### config.mk
export PLATFORM = sky130hd
export DESIGN_NAME = crypto_cmd_dispatcher
export DESIGN_NICKNAME = d
export VERILOG_FILES = /design/src/rtl/crypto_cmd_dispatcher.sv
export SDC_FILE = /design/constraint.sdc
export NUM_CORES = 1
export LEC_CHECK = 0
export BUFFER_PORTS_ARGS = -buffer_cell sky130_fd_sc_hd__buf_4
export CORE_MARGIN = 10
export CORE_UTILIZATION = 42
export DETAILED_ROUTE_END_ITERATION = 7
export SYNTH_ARGS = -nofsm -noshare
export SYNTH_HDL_FRONTEND = slang
export SYNTH_SLANG_ARGS = --single-unit
### constraint.sdc
create_clock -name clock -period 5.6 [get_ports clock]
set_input_delay 0.84 -clock clock [delete_from_list [all_inputs] [get_ports clock]]
set_output_delay 0.84 -clock clock [all_outputs]
set_load 0.1 [all_outputs]
### src/rtl/crypto_cmd_dispatcher.sv
// Command queue and sequencer in front of the AES and PRNG engines.
// Tagged jobs are queued in a small FIFO and issued one at a time. Each job
// gets a one-cycle start pulse, then waits for its engine's done pulse or a
// timeout, and finally presents a tagged completion record to the host.
//
// Handshakes: a transfer happens on a rising clock edge where valid && ready.
// The command side offers {cmd_engine, cmd_tag} with cmd_valid, and the
// dispatcher accepts when cmd_ready (FIFO not full). The completion side holds
// cpl_tag/cpl_engine/cpl_timeout stable while cpl_valid && !cpl_ready.
module crypto_cmd_dispatcher #(
    parameter int DEPTH   = 4,
    parameter int TAG_W   = 4,
    parameter int TIMEOUT = 255
) (
    input  logic                     clock,
    input  logic                     reset,
    input  logic                     cmd_valid,
    output logic                     cmd_ready,
    input  logic                     cmd_engine,
    input  logic [TAG_W-1:0]         cmd_tag,
    output logic                     aes_start,
    input  logic                     aes_done,
    output logic                     prng_start,
    input  logic                     prng_done,
    output logic                     cpl_valid,
    input  logic                     cpl_ready,
    output logic [TAG_W-1:0]         cpl_tag,
    output logic                     cpl_engine,
    output logic                     cpl_timeout,
    output logic [$clog2(DEPTH):0]   queue_count,
    output logic                     idle
);

    localparam int AW   = $clog2(DEPTH);
    localparam int CW   = AW + 1;
    // The wait counter only has to reach TIMEOUT-1.
    localparam int TO_W = (TIMEOUT > 1) ? $clog2(TIMEOUT) : 1;
    localparam logic [TO_W-1:0] WAIT_LAST = TO_W'(TIMEOUT - 1);

    typedef enum logic [1:0] {
        S_IDLE  = 2'd0,
        S_ISSUE = 2'd1,
        S_WAIT  = 2'd2,
        S_CPL   = 2'd3
    } state_t;

    state_t            state, state_n;
    logic [TAG_W:0]    mem [DEPTH];
    logic [AW-1:0]     wr_ptr, rd_ptr;
    logic [CW-1:0]     count;
    logic              push, pop;
    logic              job_engine;
    logic [TAG_W-1:0]  job_tag;
    logic [TO_W-1:0]   wait_cnt, wait_cnt_n;
    logic              cpl_load, cpl_timeout_n, sel_done;

    assign cmd_ready   = (count != CW'(DEPTH));
    assign push        = cmd_valid && cmd_ready;
    // The FSM leaves IDLE exactly when it takes the FIFO head.
    assign pop         = (state == S_IDLE) && (count != '0);
    assign queue_count = count;
    assign cpl_valid   = (state == S_CPL);
    assign idle        = (count == '0) && (state == S_IDLE);

    // FIFO storage: written on push, no reset needed for the data itself.
    always_ff @(posedge clock) begin
        if (push) begin
            mem[wr_ptr] <= {cmd_engine, cmd_tag};
        end
    end

    // FIFO pointers and occupancy; pointers wrap naturally at DEPTH.
    always_ff @(posedge clock) begin
        if (reset) begin
            wr_ptr <= '0;
            rd_ptr <= '0;
            count  <= '0;
        end else begin
            if (push) wr_ptr <= wr_ptr + AW'(1);
            if (pop)  rd_ptr <= rd_ptr + AW'(1);
            case ({push, pop})
                2'b10:   count <= count + CW'(1);
                2'b01:   count <= count - CW'(1);
                default: count <= count;
            endcase
        end
    end

    // Next-state, start pulses and completion capture decisions.
    always_comb begin
        state_n       = state;
        wait_cnt_n    = wait_cnt;
        cpl_load      = 1'b0;
        cpl_timeout_n = 1'b0;
        aes_start     = 1'b0;
        prng_start    = 1'b0;
        sel_done      = job_engine ? prng_done : aes_done;
        case (state)
            S_IDLE: begin
                if (count != '0) state_n = S_ISSUE;
            end
            S_ISSUE: begin
                aes_start  = !job_engine;
                prng_start = job_engine;
                wait_cnt_n = '0;
                state_n    = S_WAIT;
            end
            S_WAIT: begin
                // A done on the final wait cycle beats the timeout.
                if (sel_done) begin
                    cpl_load      = 1'b1;
                    cpl_timeout_n = 1'b0;
                    state_n       = S_CPL;
                end else if (wait_cnt == WAIT_LAST) begin
                    cpl_load      = 1'b1;
                    cpl_timeout_n = 1'b1;
                    state_n       = S_CPL;
                end else begin
                    wait_cnt_n = wait_cnt + TO_W'(1);
                end
            end
            S_CPL: begin
                if (cpl_ready) state_n = S_IDLE;
            end
            default: state_n = S_IDLE;
        endcase
    end

    // State, wait counter, job register and completion record registers.
    always_ff @(posedge clock) begin
        if (reset) begin
            state       <= S_IDLE;
            wait_cnt    <= '0;
            job_engine  <= 1'b0;
            job_tag     <= '0;
            cpl_tag     <= '0;
            cpl_engine  <= 1'b0;
            cpl_timeout <= 1'b0;
        end else begin
            state    <= state_n;
            wait_cnt <= wait_cnt_n;
            if (pop) begin
                {job_engine, job_tag} <= mem[rd_ptr];
            end
            if (cpl_load) begin
                cpl_tag     <= job_tag;
                cpl_engine  <= job_engine;
                cpl_timeout <= cpl_timeout_n;
            end
        end
    end

endmodule

Word level (Yosys, flattened, before mapping)
Memories as Yosys holds them, arrays and structs flattened. A register that Yosys moved wholly into a read port is not among the register bits.
Index checks and enable logic that the tools add are counted.
{"block": "word_totals", "reg_bits": 23, "mem_bits_rw": 20, "input_bits": 11, "output_inout_bits": 14, "elab_cells": 56, "n_memories": 1}
{"block": "op_classes", "addsub": 5, "n_eq_ne": 12, "muxes": 19, "n_reduce_logical": 11}
{"memory": "mem", "depth": 4, "word_bits": 5, "rd": 1, "rd_clocked_by_memory_dff": 1, "write_ports": 1, "line": "48", "text": "logic [TAG_W:0] mem [DEPTH];"}
{"op": "$mux 8", "n": 2}
{"op": "$pmux 8 s2", "n": 1}
{"op": "$mux 1", "n": 10}
{"op": "$add 8x1->8 const B", "n": 1}
{"op": "$eq 8x8->1 const B", "n": 1}
{"op": "$mux 2", "n": 4}
{"op": "$pmux 2 s4", "n": 1}
{"op": "$eq 2x2->1 const B", "n": 3}
{"op": "$ne 3x3->1 const B", "n": 2}
{"op": "$pmux 3 s2", "n": 1}
{"op": "$reduce_and 3->1", "n": 2}
{"op": "$add 2x1->2 const B", "n": 2}
{"op": "$eq 2x1->1 const B", "n": 2}
{"op": "$ne 2x1->1 const B", "n": 2}
{"op": "$ne 2x2->1 const B", "n": 2}
{"op": "$reduce_bool 2->1", "n": 2}
{"op": "$add 3x1->3 const B", "n": 1}
{"op": "$logic_and 1x1->1", "n": 3}
{"op": "$logic_not 3->1", "n": 1}
{"op": "$reduce_bool 3->1", "n": 1}
{"op": "$sub 3x1->3 const B", "n": 1}
{"op": "$logic_not 2->1", "n": 1}
{"op": "$logic_not 1->1", "n": 1}

Longest topological paths before layout
Gate-level depths: netlist (run 1).
{"block": "logic_depth", "ltp_word": 4, "ltp_mapped": 9, "mapped_depth_nobuf": 9}

Worst setup path before layout (run 1)
OpenSTA, ideal clock, no wires.
{"block": "synth_timing", "path_type": "flip-flop to output port", "from": "register count[0], in the netlist queue_count[0]", "to": "output idle", "arrival_ns": 4.061, "required_time_ns": 4.760, "path_slack_ns": 0.699, "stages_incl_launch_ff": 2, "cell_sequence": "dfxtp_1 nor4b_1"}
{"block": "synth_between", "elab_chain_cells": 2}
{"element": "from (decl)", "line": "50", "text": "logic [CW-1:0] count;"}
{"element": "from (signal assigned)", "line": "82", "text": "2'b10: count <= count + CW'(1);"}
{"element": "from (signal assigned)", "line": "83", "text": "2'b01: count <= count - CW'(1);"}
{"element": "from (signal assigned)", "line": "84", "text": "default: count <= count;"}
{"element": "$logic_not 3->1", "line": "63", "text": "assign idle = (count == '0) && (state == S_IDLE);"}
{"element": "$logic_and 1x1->1", "line": "63"}
{"element": "to (decl)", "line": "31", "text": "output logic idle"}
Every way passes these cells.

Final worst setup path (run 1)
{"block": "layout_timing", "from": "register count[0], in the netlist queue_count[0]", "to": "register count[2], in the netlist queue_count[2]"}
{"block": "layout_between", "elab_chain_cells": 4, "word_cells_on_any_way": 10, "cone_classes": "add/sub: 2; eq/ne: 3; mux: 1; reduce/logical: 4"}
{"element": "$reduce_bool 3->1 *", "line": "60", "text": "assign pop = (state == S_IDLE) && (count != '0);"}
{"element": "$logic_and 1x1->1 *", "line": "60"}
{"element": "net pop", "line": "51", "text": "logic push, pop;"}
{"element": "$eq 2x1->1 / $eq 2x2->1 (equally long branches)", "line": "81", "text": "case ({push, pop})"}
{"element": "$pmux 3 s2 / $reduce_bool 2->1 (equally long branches)"}
Mark *: on every way through the listed nets, which the timed path passes. The rest lies on a longest branch.
A chain may end at the register's enable or synchronous reset.

==> results of run 1 <==
## final timing paths
path | end | cells past startpoint
worst min register to register | job_tag[0]$_SDFFE_PP0P_ | 2
worst max-delay path | queue_count[2]$_SDFFE_PP0P_ | 7
worst min-delay path | job_tag[0]$_SDFFE_PP0P_ | 2
worst max register to register | queue_count[2]$_SDFFE_PP0P_ | 7
## flip-flops by register name (all words and copies together) (netlist names)
name,count
cpl_engine,1
cpl_tag,4
cpl_timeout,1
job_engine,1
job_tag,4
mem,20
queue_count,3
rd_ptr,2
state,2
wait_cnt,8
wr_ptr,2
## final cells by class
| class | instances | area [um2] |
|---|---|---|
| Timing Repair Buffer | 24 | 180 |
| Tap cell | 70 | 87.6 |
| Sequential cell | 48 | 1160 |
| Clock buffer | 5 | 68.8 |
| Clock inverter | 3 | 46.3 |
| Fill cell | 486 | 2550 |
| Inverter | 11 | 41.3 |
| Multi-Input combinational cell | 124 | 942 |
## per-layer routing
layer	track usage, %	up-vias	wire [um]	part of all wire, %
met3	2.93	2	138	3.7
met4	2.96	0	23	0.61
met2	16.2	26	1820	48
met5	0	-	0	0
li1	-	734	-	-
met1	10.4	656	1780	47
## worst register-to-register path, stage by stage (launching register included)
cell,delay [ns]
dfxtp_1,0.39
o31ai_2,0.47
clkinv_1,0.34
ha_1,0.31
fa_1,0.39
xnor2_1,0.14
or3_1,0.30
a21oi_1,0.13
## cells in the final DEF (no fill, tap or decap), drive strengths merged, types with 2 or more instances in the layout
cell    synthesis  layout
xor2            2       2
mux2i           7       7
a211oi          3       3
a31oi           2       2
xnor2           3       3
a21oi          12      12
dfxtp          28      28
ha             12      12
or4             2       2
nand2          28      28
and2            2       2
buf             2      24
or3             2       2
clkbuf          5       5
mux4            5       5
o211ai          3       3
edfxtp         20      20
nand2b          2       2
nand3           5       5
and3            6       6
inv            10      11
o31ai           2       2
nor2            7       7
## metrics by stage
step | instance area, um2 | cells
3_3_place_gp | 2410 | 277
4_1_cts | 2530 | 285
3_5_place_dp | 2410 | 277
6_report | 2530 | 285
2_1_floorplan | 2170 | 190
5_1_grt | 2530 | 285
## cell families (layout without fill, tap and decap cells)
family	after synthesis	in the layout	synth area share, %
xor+xnor	5	5	2.02
simple gates	64	64	15.4
flops	48	48	53.4
fa+ha+maj	13	13	7.83
mux	13	13	9.10
compound gates	29	29	8.98
buf+inv	18	43	3.22
## power by group
group / internal, W / total (W) / switching [W]
Combinational: 0.000130 / 0.000389 / 0.000259
Clock: 0.000134 / 0.000252 / 0.000118
Sequential: 0.000418 / 0.000465 / 0.0000466
==> qor.yml, run 1 <==
clock_tree:
  path_clk_slew_ns: 0.09
  cts_hold_buffers: 0
  cts_htree_levels: 2
  cts_made_buffers: 5
  clock_sinks: 48
  clock_path_buffers: 2
  clkLatencyLatePin_ns: 0.30
  tritoncts: "done"
  cts-root-buf: "clkbuf_8"
  cts_resized: 0
  post-cts-setup-buffers: 0
floorplanning:
  floorplan.initialDensity_pct: 42.8
  ios: 25
  fp-row-count: 26
  placeableCoreArea_mm2: 0.00507
  fp.dieArea_mm2: 0.00845
  die_w_um: 91.9
  die_h_um: 91.9
timing:
  tightest_slew_ns: 0.547
  tns_ns: 0
  period_needed_ns: 2.55
  layout_setup_ws_ns: 3.05
  relSlewSlack_pct: 63.4
  rsz0062_at_grt: "false"
  holdWs_ns: 0.462
  setup_viol: 0
  finalClockSkew_ns: 0.00626
  report.final.slew_viol_count: 0
  max_freq_mhz: 393
  min_period_over_period_pct: 45.5
  finalHoldViolCount: 0
routing:
  wire_per_inst_um: 13.2
  finalWirelength_um: 3760
  drtAntennaViolNets: 0
  drc: 0
  first_pass_iters: 4
  first_iter_violations: 27
  routed-via-count: 1418
  vias_per_cell: 4.98
critical_path:
  worst_setup_path_start_kind: "flop"
  crit_slowest_cell: "o31ai_2"
  r2r_slack_ns: 3.05
  crit_type: "reg -> reg"
  critical_path_peak_fanout: 8
  slowest_delay_ns: 0.47
  worstSetupStartpoint: "queue_count[0]$_SDFFE_PP0P_"
  end_kind: "flop"
  cp_top_family: "adder cells"
  path_buf_inv: 1
  crit_chain: "o31ai_2 > clkinv_1 > ha_1 > fa_1 > xnor2_1 > or3_1 > a21oi_1"
  critPathArrivalTime_ns: 2.78
  timing.rr.start: "queue_count[0]$_SDFFE_PP0P_"
  worstPathRequired_ns: 5.84
grt:
  grt_pass1_wl_um: 6520
  grt-ovfl-total: 0
  grtUsageTotal_pct: 9.24
  antenna_found_initial: 0
  grt_max_degree: 26
  grt_pass1_vias: 1482
yosys:
  syn_inst: 190
  yosys-top-cells-count: "28 x dfxtp_1, 28 x nand2_1, 20 x edfxtp_1"
  yosys_warnings: 0
  yosysTopAreaCellShare_pct: 27.6
  ys_types: 46
  synth_edf_count: 20
  synth_area_mm2: 0.00217
  synth.area.top_cells: "edfxtp_1 28%, dfxtp_1 26%, ha_1 6.9%, mux4_2 5.2%, nand2_1 4.8%"
  ys_async_sr_fraction_pct: 0
  ys.flop_type: "dfxtp_1"
  syn_avg_cell_area_um2: 11.4
  yosysSeqAreaShare_pct: 53.4
  synth_top_area_cell: "edfxtp_1"
  synth_seq_cells: 48
  syn_nets: 214
job:
  maxCapViolCount: 0
power_and_ir_drop:
  p_per_area_mw_per_mm2: 438
  finalPower_w: 0.00111
  p_leak_nw: 0.949
  peakVddDrop_v: 0.000176
cells_and_area:
  syn2layout_area_growth_pct: 16.3
  drive_gt1_share_pct: 20.9
  fin_util_pct: 49.8
  nNetsFinal: 238
  antennaDiodeCount: 0
placement:
  portBuffers: 24
  place_ws_ns: 3.03
  hpwlAfterDp_um: 2890
  gp_congestion: 0.785
hold_path:
  hold_class: "reg -> reg"
  worstHoldStart: "job_tag[0]$_SDFFE_PP0P_"
run_status:
  status: "complete, no violations"
No activity file was read; power rests on OpenSTA's default activity.
==> inputs of run 2 (changes only) <==
--- a/config.mk
+++ b/config.mk
@@ -5,6 +5,7 @@
 export SDC_FILE = /design/constraint.sdc
 export NUM_CORES = 1
 export LEC_CHECK = 0
+export ABC_AREA = 1
 export BUFFER_PORTS_ARGS = -buffer_cell sky130_fd_sc_hd__buf_4
 export CORE_MARGIN = 10
 export CORE_UTILIZATION = 42
==> constraint.sdc (replaced) <==
create_clock -name clock -period 2.65 [get_ports clock]
set_input_delay 0.3975 -clock clock [delete_from_list [all_inputs] [get_ports clock]]
set_output_delay 0.3975 -clock clock [all_outputs]
set_load 0.1 [all_outputs]
==> qor.yml, run 2 <==
run_status:
  status: "complete, no violations"
timing:
  min_period_over_period_pct: 84.6
  tightest_slew_ns: 0.498
  rsz0062_at_grt: "false"
  relSlewSlack_pct: 66.7
  tns_ns: 0
  report.final.slew_viol_count: 0
  period_needed_ns: 2.24
  layout_setup_ws_ns: 0.408
  max_freq_mhz: 446
  finalHoldViolCount: 0
  finalClockSkew_ns: 0.00839
  setup_viol: 0
clock_tree:
  tritoncts: "done"
  post-cts-setup-buffers: 0
  cts_resized: 0
  clock_path_buffers: 2
  cts_made_buffers: 5
  clkLatencyLatePin_ns: 0.30
  cts_hold_buffers: 0
  clock_sinks: 48
  cts_htree_levels: 2
  path_clk_slew_ns: 0.09
  cts-root-buf: "clkbuf_8"
yosys:
  yosysTopAreaCellShare_pct: 26.6
  syn_avg_cell_area_um2: 8.69
  syn_inst: 260
  yosys-top-cells-count: "42 x nor2_1, 38 x nand2_1, 33 x inv_1"
  yosysMostFrequentCell: "nor2_1"
  ys_types: 25
  synth_edf_count: 20
  synth_top_area_cell: "edfxtp_1"
  synth.area.top_cells: "edfxtp_1 27%, dfxtp_1 25%, nor2_1 7.0%, ha_1 6.6%, nand2_1 6.3%"
  synth_seq_cells: 48
  syn_nets: 284
  yosys_warnings: 0
  ys.flop_type: "dfxtp_1"
  ys_async_sr_fraction_pct: 0
  synth_area_mm2: 0.00226
  yosysSeqAreaShare_pct: 51.4
job:
  maxCapViolCount: 0
routing:
  drtAntennaViolNets: 0
  wire_per_inst_um: 12.1
  routed-via-count: 1663
  drc: 0
  first_pass_iters: 4
  finalWirelength_um: 4300
  vias_per_cell: 4.67
  first_iter_violations: 96
floorplanning:
  placeableCoreArea_mm2: 0.00517
  fp-row-count: 26
  ios: 25
  die_h_um: 93.3
  die_w_um: 93.3
  floorplan.initialDensity_pct: 43.7
  fp.dieArea_mm2: 0.00871
placement:
  post_dp_cell_area_mm2: 0.00250
  dp_cells: 348
  place_ws_ns: 0.404
  hpwlAfterDp_um: 3220
  gp_congestion: 0.782
  portBuffers: 24
power_and_ir_drop:
  peakVddDrop_v: 0.000467
  p_leak_nw: 1.10
  p_per_area_mw_per_mm2: 1070
cells_and_area:
  final_cell_mix: "42 x nor2_1, 38 x nand2_1, 33 x inv_1"
  drive_gt1_share_pct: 16.1
  final_cells: 356
  reg_top3: "mem (20), wait_cnt (8)"
  largest_register_ffs: 20
  regMostFlops: "mem"
  final_common_cell: "nor2_1"
  nNetsFinal: 309
  final_area_mm2: 0.00264
  antennaDiodeCount: 0
  fin_util_pct: 51.0
  syn2layout_area_growth_pct: 16.8
critical_path:
  critPathArrivalTime_ns: 2.42
  critical_path_peak_fanout: 7
  end_kind: "flop"
  worst_setup_path_start_kind: "flop"
  timing.rr.start: "state[0]$_SDFFE_PP0P_"
  worstPathRequired_ns: 2.83
  worstSetupStartpoint: "state[0]$_SDFFE_PP0P_"
  crit_type: "reg -> reg"
grt:
  grtUsageTotal_pct: 10.3
  grt-ovfl-total: 0
  grt_max_degree: 19
  antenna_found_initial: 0
  grt_pass1_wl_um: 7490
  grt_pass1_vias: 1626
hold_path:
  hold_class: "in -> reg"
  worstHoldStart: "cmd_engine"
[run 2: worst max-delay path: stages (launching register included)]
cell and delay (ns):
dfxtp_1 0.39, inv_1 0.10, ha_1 0.23, nand2_1 0.19, inv_1 0.15, ha_1 0.24, fa_1 0.39, a21oi_1 0.12
o21ai_0 0.11, o21ai_0 0.16, a21oi_1 0.06
[run 2: final cells by class]
class / count / area [um2]
Clock buffer: 5 / 68.8
Clock inverter: 3 / 68.8
Fill cell: 481 / 2530
Inverter: 33 / 124
Multi-Input combinational cell: 173 / 943
Sequential cell: 48 / 1160
Tap cell: 70 / 87.6
Timing Repair Buffer: 24 / 180
[run 2: final timing paths]
path,end,slack [ns],cells after the start
setup / recovery,queue_count[2]$_SDFFE_PP0P_,0.41,10
hold / removal,mem[0][4]$_DFFE_PP_,0.30,1
hold reg to reg,cpl_engine$_SDFFE_PP0P_,0.47,2
setup reg to reg,queue_count[2]$_SDFFE_PP0P_,0.41,10
[run 2: power breakdown]
part           internal [W]  total (W)  leakage [nW]  switching (W)
Sequential         0.000909    0.00102         0.413       0.000110
Clock              0.000380   0.000631        0.0687       0.000251
Combinational      0.000304    0.00118         0.621       0.000875
[run 2: metal layers]
| layer | vias up | GRT usage (%) | share of wire (%) |
|---|---|---|---|
| met4 | 0 | 2.31 | 0.37 |
| li1 | 897 | - | - |
| met3 | 2 | 3.52 | 4.9 |
| met2 | 28 | 16.3 | 45 |
| met5 | - | 0 | 0 |
| met1 | 736 | 13.3 | 50 |
[run 2: cell families after synthesis]
family,after synthesis,share of synthesized area (%)
buffers and inverters,39,7.04
DFF,48,51.4
AOI/OAI and AO/OA,51,12.0
and+or+nand+nor,108,21.6
adders and majority gates,13,7.53
xor gates and xnor gates,1,0.388
[run 2: metrics by stage]
step | total power (W) | hold WS [ns]
finish | 0.00283 | 0.297
global route | 0.00303 | 0.289
CTS | 0.00286 | 0.288
detailed placement | 0.00223 | 0.456
global placement | 0.00222 | 0.452
floorplan | 0.00198 | 0.461
==> inputs of run 3 (changes only) <==
--- a/config.mk
+++ b/config.mk
@@ -5,7 +5,7 @@
 export SDC_FILE = /design/constraint.sdc
 export NUM_CORES = 1
 export LEC_CHECK = 0
-export ABC_AREA = 1
+export ABC_AREA = 0
 export BUFFER_PORTS_ARGS = -buffer_cell sky130_fd_sc_hd__buf_4
 export CORE_MARGIN = 10
 export CORE_UTILIZATION = 42
==> constraint.sdc (replaced) <==
create_clock -name clock -period 2.1 [get_ports clock]
set_input_delay 0.315 -clock clock [delete_from_list [all_inputs] [get_ports clock]]
set_output_delay 0.315 -clock clock [all_outputs]
set_load 0.1 [all_outputs]
==> qor.yml, run 3 (synthesized netlist as in run 1, its figures left out) <==
run_status:
  status: "complete, no violations"
timing:
  min_period_over_period_pct: 99.5
  relSlewSlack_pct: 63.6
  finalClockSkew_ns: 0.00548
  tightest_slew_ns: 0.544
  setup_viol: 0
  tns_ns: 0
  finalHoldViolCount: 0
  report.final.slew_viol_count: 0
  period_needed_ns: 2.09
  layout_setup_ws_ns: 0.0113
  holdWs_ns: 0.210
  max_freq_mhz: 479
power_and_ir_drop:
  swShare_pct: 38.0
  p_switching_w: 0.00126
  seqPwrFrac_pct: 37.7
  peakVddDrop_v: 0.000601
  clock_power_share_pct: 20.8
  combPwrFrac_pct: 41.6
  p_per_area_mw_per_mm2: 1200
  p_leak_nw: 1.07
  intPower_w: 0.00205
  finalPower_w: 0.00331
hold_path:
  hold_class: "in -> reg"
  whs_path_depth: 1
cells_and_area:
  final_common_cell: "buf_4"
  reg_top3: "mem (20), wait_cnt (8)"
  largest_register_ffs: 20
  syn2layout_area_growth_pct: 27.3
  antennaDiodeCount: 0
  regMostFlops: "mem"
  drive_gt1_share_pct: 35.5
  nNetsFinal: 257
  final_cell_mix: "43 x buf_4, 28 x nand2_1, 23 x dfxtp_1"
routing:
  first_iter_violations: 64
  routed-via-count: 1557
  drtAntennaViolNets: 0
  wire_per_inst_um: 14.7
  first_pass_iters: 4
  finalWirelength_um: 4480
  drc: 0
  vias_per_cell: 5.12
critical_path:
  crit_type: "reg -> reg"
  cp_top_family: "simple AND/OR/NAND/NOR gates"
  cp.depth: 8
  slowest_delay_ns: 0.40
  crit_chain: "or3b_4 > and2_4 > inv_4 > ha_4 > fa_2 > xnor2_2 > or3_4 > a21oi_2"
  path_buf_inv: 1
  worstPathRequired_ns: 2.34
  end_kind: "flop"
  crit_slowest_cell: "or3_4"
  worst_setup_path_start_kind: "flop"
  reg2reg_depth: 8
  critPathArrivalTime_ns: 2.32
  critical_path_peak_fanout: 5
clock_tree:
  clock_sinks: 48
  cts_htree_levels: 2
  clkLatencyLatePin_ns: 0.30
  path_clk_slew_ns: 0.09
  clock_path_buffers: 2
  tritoncts: "done"
  cts-root-buf: "clkbuf_8"
  cts_made_buffers: 5
floorplanning:
  fp-row-count: 26
  ios: 25
  fp.dieArea_mm2: 0.00845
  die_w_um: 91.9
  die_h_um: 91.9
  floorplan.initialDensity_pct: 42.8
  placeableCoreArea_mm2: 0.00507
grt:
  grt_max_degree: 26
  grt-ovfl-total: 0
  antenna_found_initial: 0
  grt_pass1_wl_um: 7360
  grtUsageTotal_pct: 10.5
  grt_pass1_vias: 1527
placement:
  hpwlAfterDp_um: 3240
  gp_congestion: 0.796
  place_ws_ns: 0.0460
  portBuffers: 24
job:
  maxCapViolCount: 0
[run 3: path summary, 6_finish.rpt]
path	startpoint	end	slack, ns
hold reg to reg	cpl_tag[2]$_SDFFE_PP0P_	cpl_tag[2]$_SDFFE_PP0P_	0.47
setup / recovery	queue_count[2]$_SDFFE_PP0P_	queue_count[2]$_SDFFE_PP0P_	0.01
setup reg to reg	queue_count[2]$_SDFFE_PP0P_	queue_count[2]$_SDFFE_PP0P_	0.01
hold / removal	cmd_tag[0]	mem[1][0]$_DFFE_PP_	0.21
[run 3: what timing repair did]
action,4_1_cts,5_1_grt
endpoints found under the setup margin,0,1
resized for setup,0,9
buffers inserted,0,14
hold buffers,0,0
[run 3: worst register-to-register path: stages, from the launching register on]
cell and delay (ns):
dfxtp_4 0.38, or3b_4 0.25, and2_4 0.17, inv_4 0.04
ha_4 0.15, fa_2 0.35, xnor2_2 0.16, or3_4 0.40
a21oi_2 0.13
[run 3: final cells by class]
class,count,area (um2)
fillers,461,2310
flip-flops and latches,48,1180
multi-input cells,124,1020
repair buffers,43,323
well taps,70,87.6
clock buffers,5,68.8
clock inverters,3,46.3
inverters,11,45.0
[run 3: power by group through the flow]
stage                     Sequential [W]  Combinational, W  Clock (W)
after floorplan                  0.00136          0.000809          0
after global placement           0.00127           0.00115          0
after detailed placement         0.00128           0.00119          0
after CTS                        0.00126           0.00120   0.000699
after global routing             0.00127           0.00149   0.000737
final                            0.00125           0.00137   0.000687
[run 3: per-stage QoR]
| stage | util [%] | instance area [um2] | instances |
|---|---|---|---|
| floorplan | - | 2230 | 190 |
| finish | 54.5 | 2770 | 304 |
| detailed placement | 49.3 | 2500 | 282 |
| global route | 54.5 | 2770 | 304 |
| CTS | 51.6 | 2620 | 290 |
| global placement | 49.3 | 2500 | 282 |
[run 3: per-layer routing]
| metal | part of all wire [%] | wire [um] | track usage, % | vias to the layer above |
|---|---|---|---|---|
| met4 | 0.89 | 40 | 3.73 | 0 |
| met3 | 2.7 | 123 | 2.85 | 5 |
| li1 | - | - | - | 768 |
| met5 | 0 | 0 | 0 | - |
| met1 | 45 | 2000 | 12.3 | 760 |
| met2 | 52 | 2310 | 18.1 | 24 |
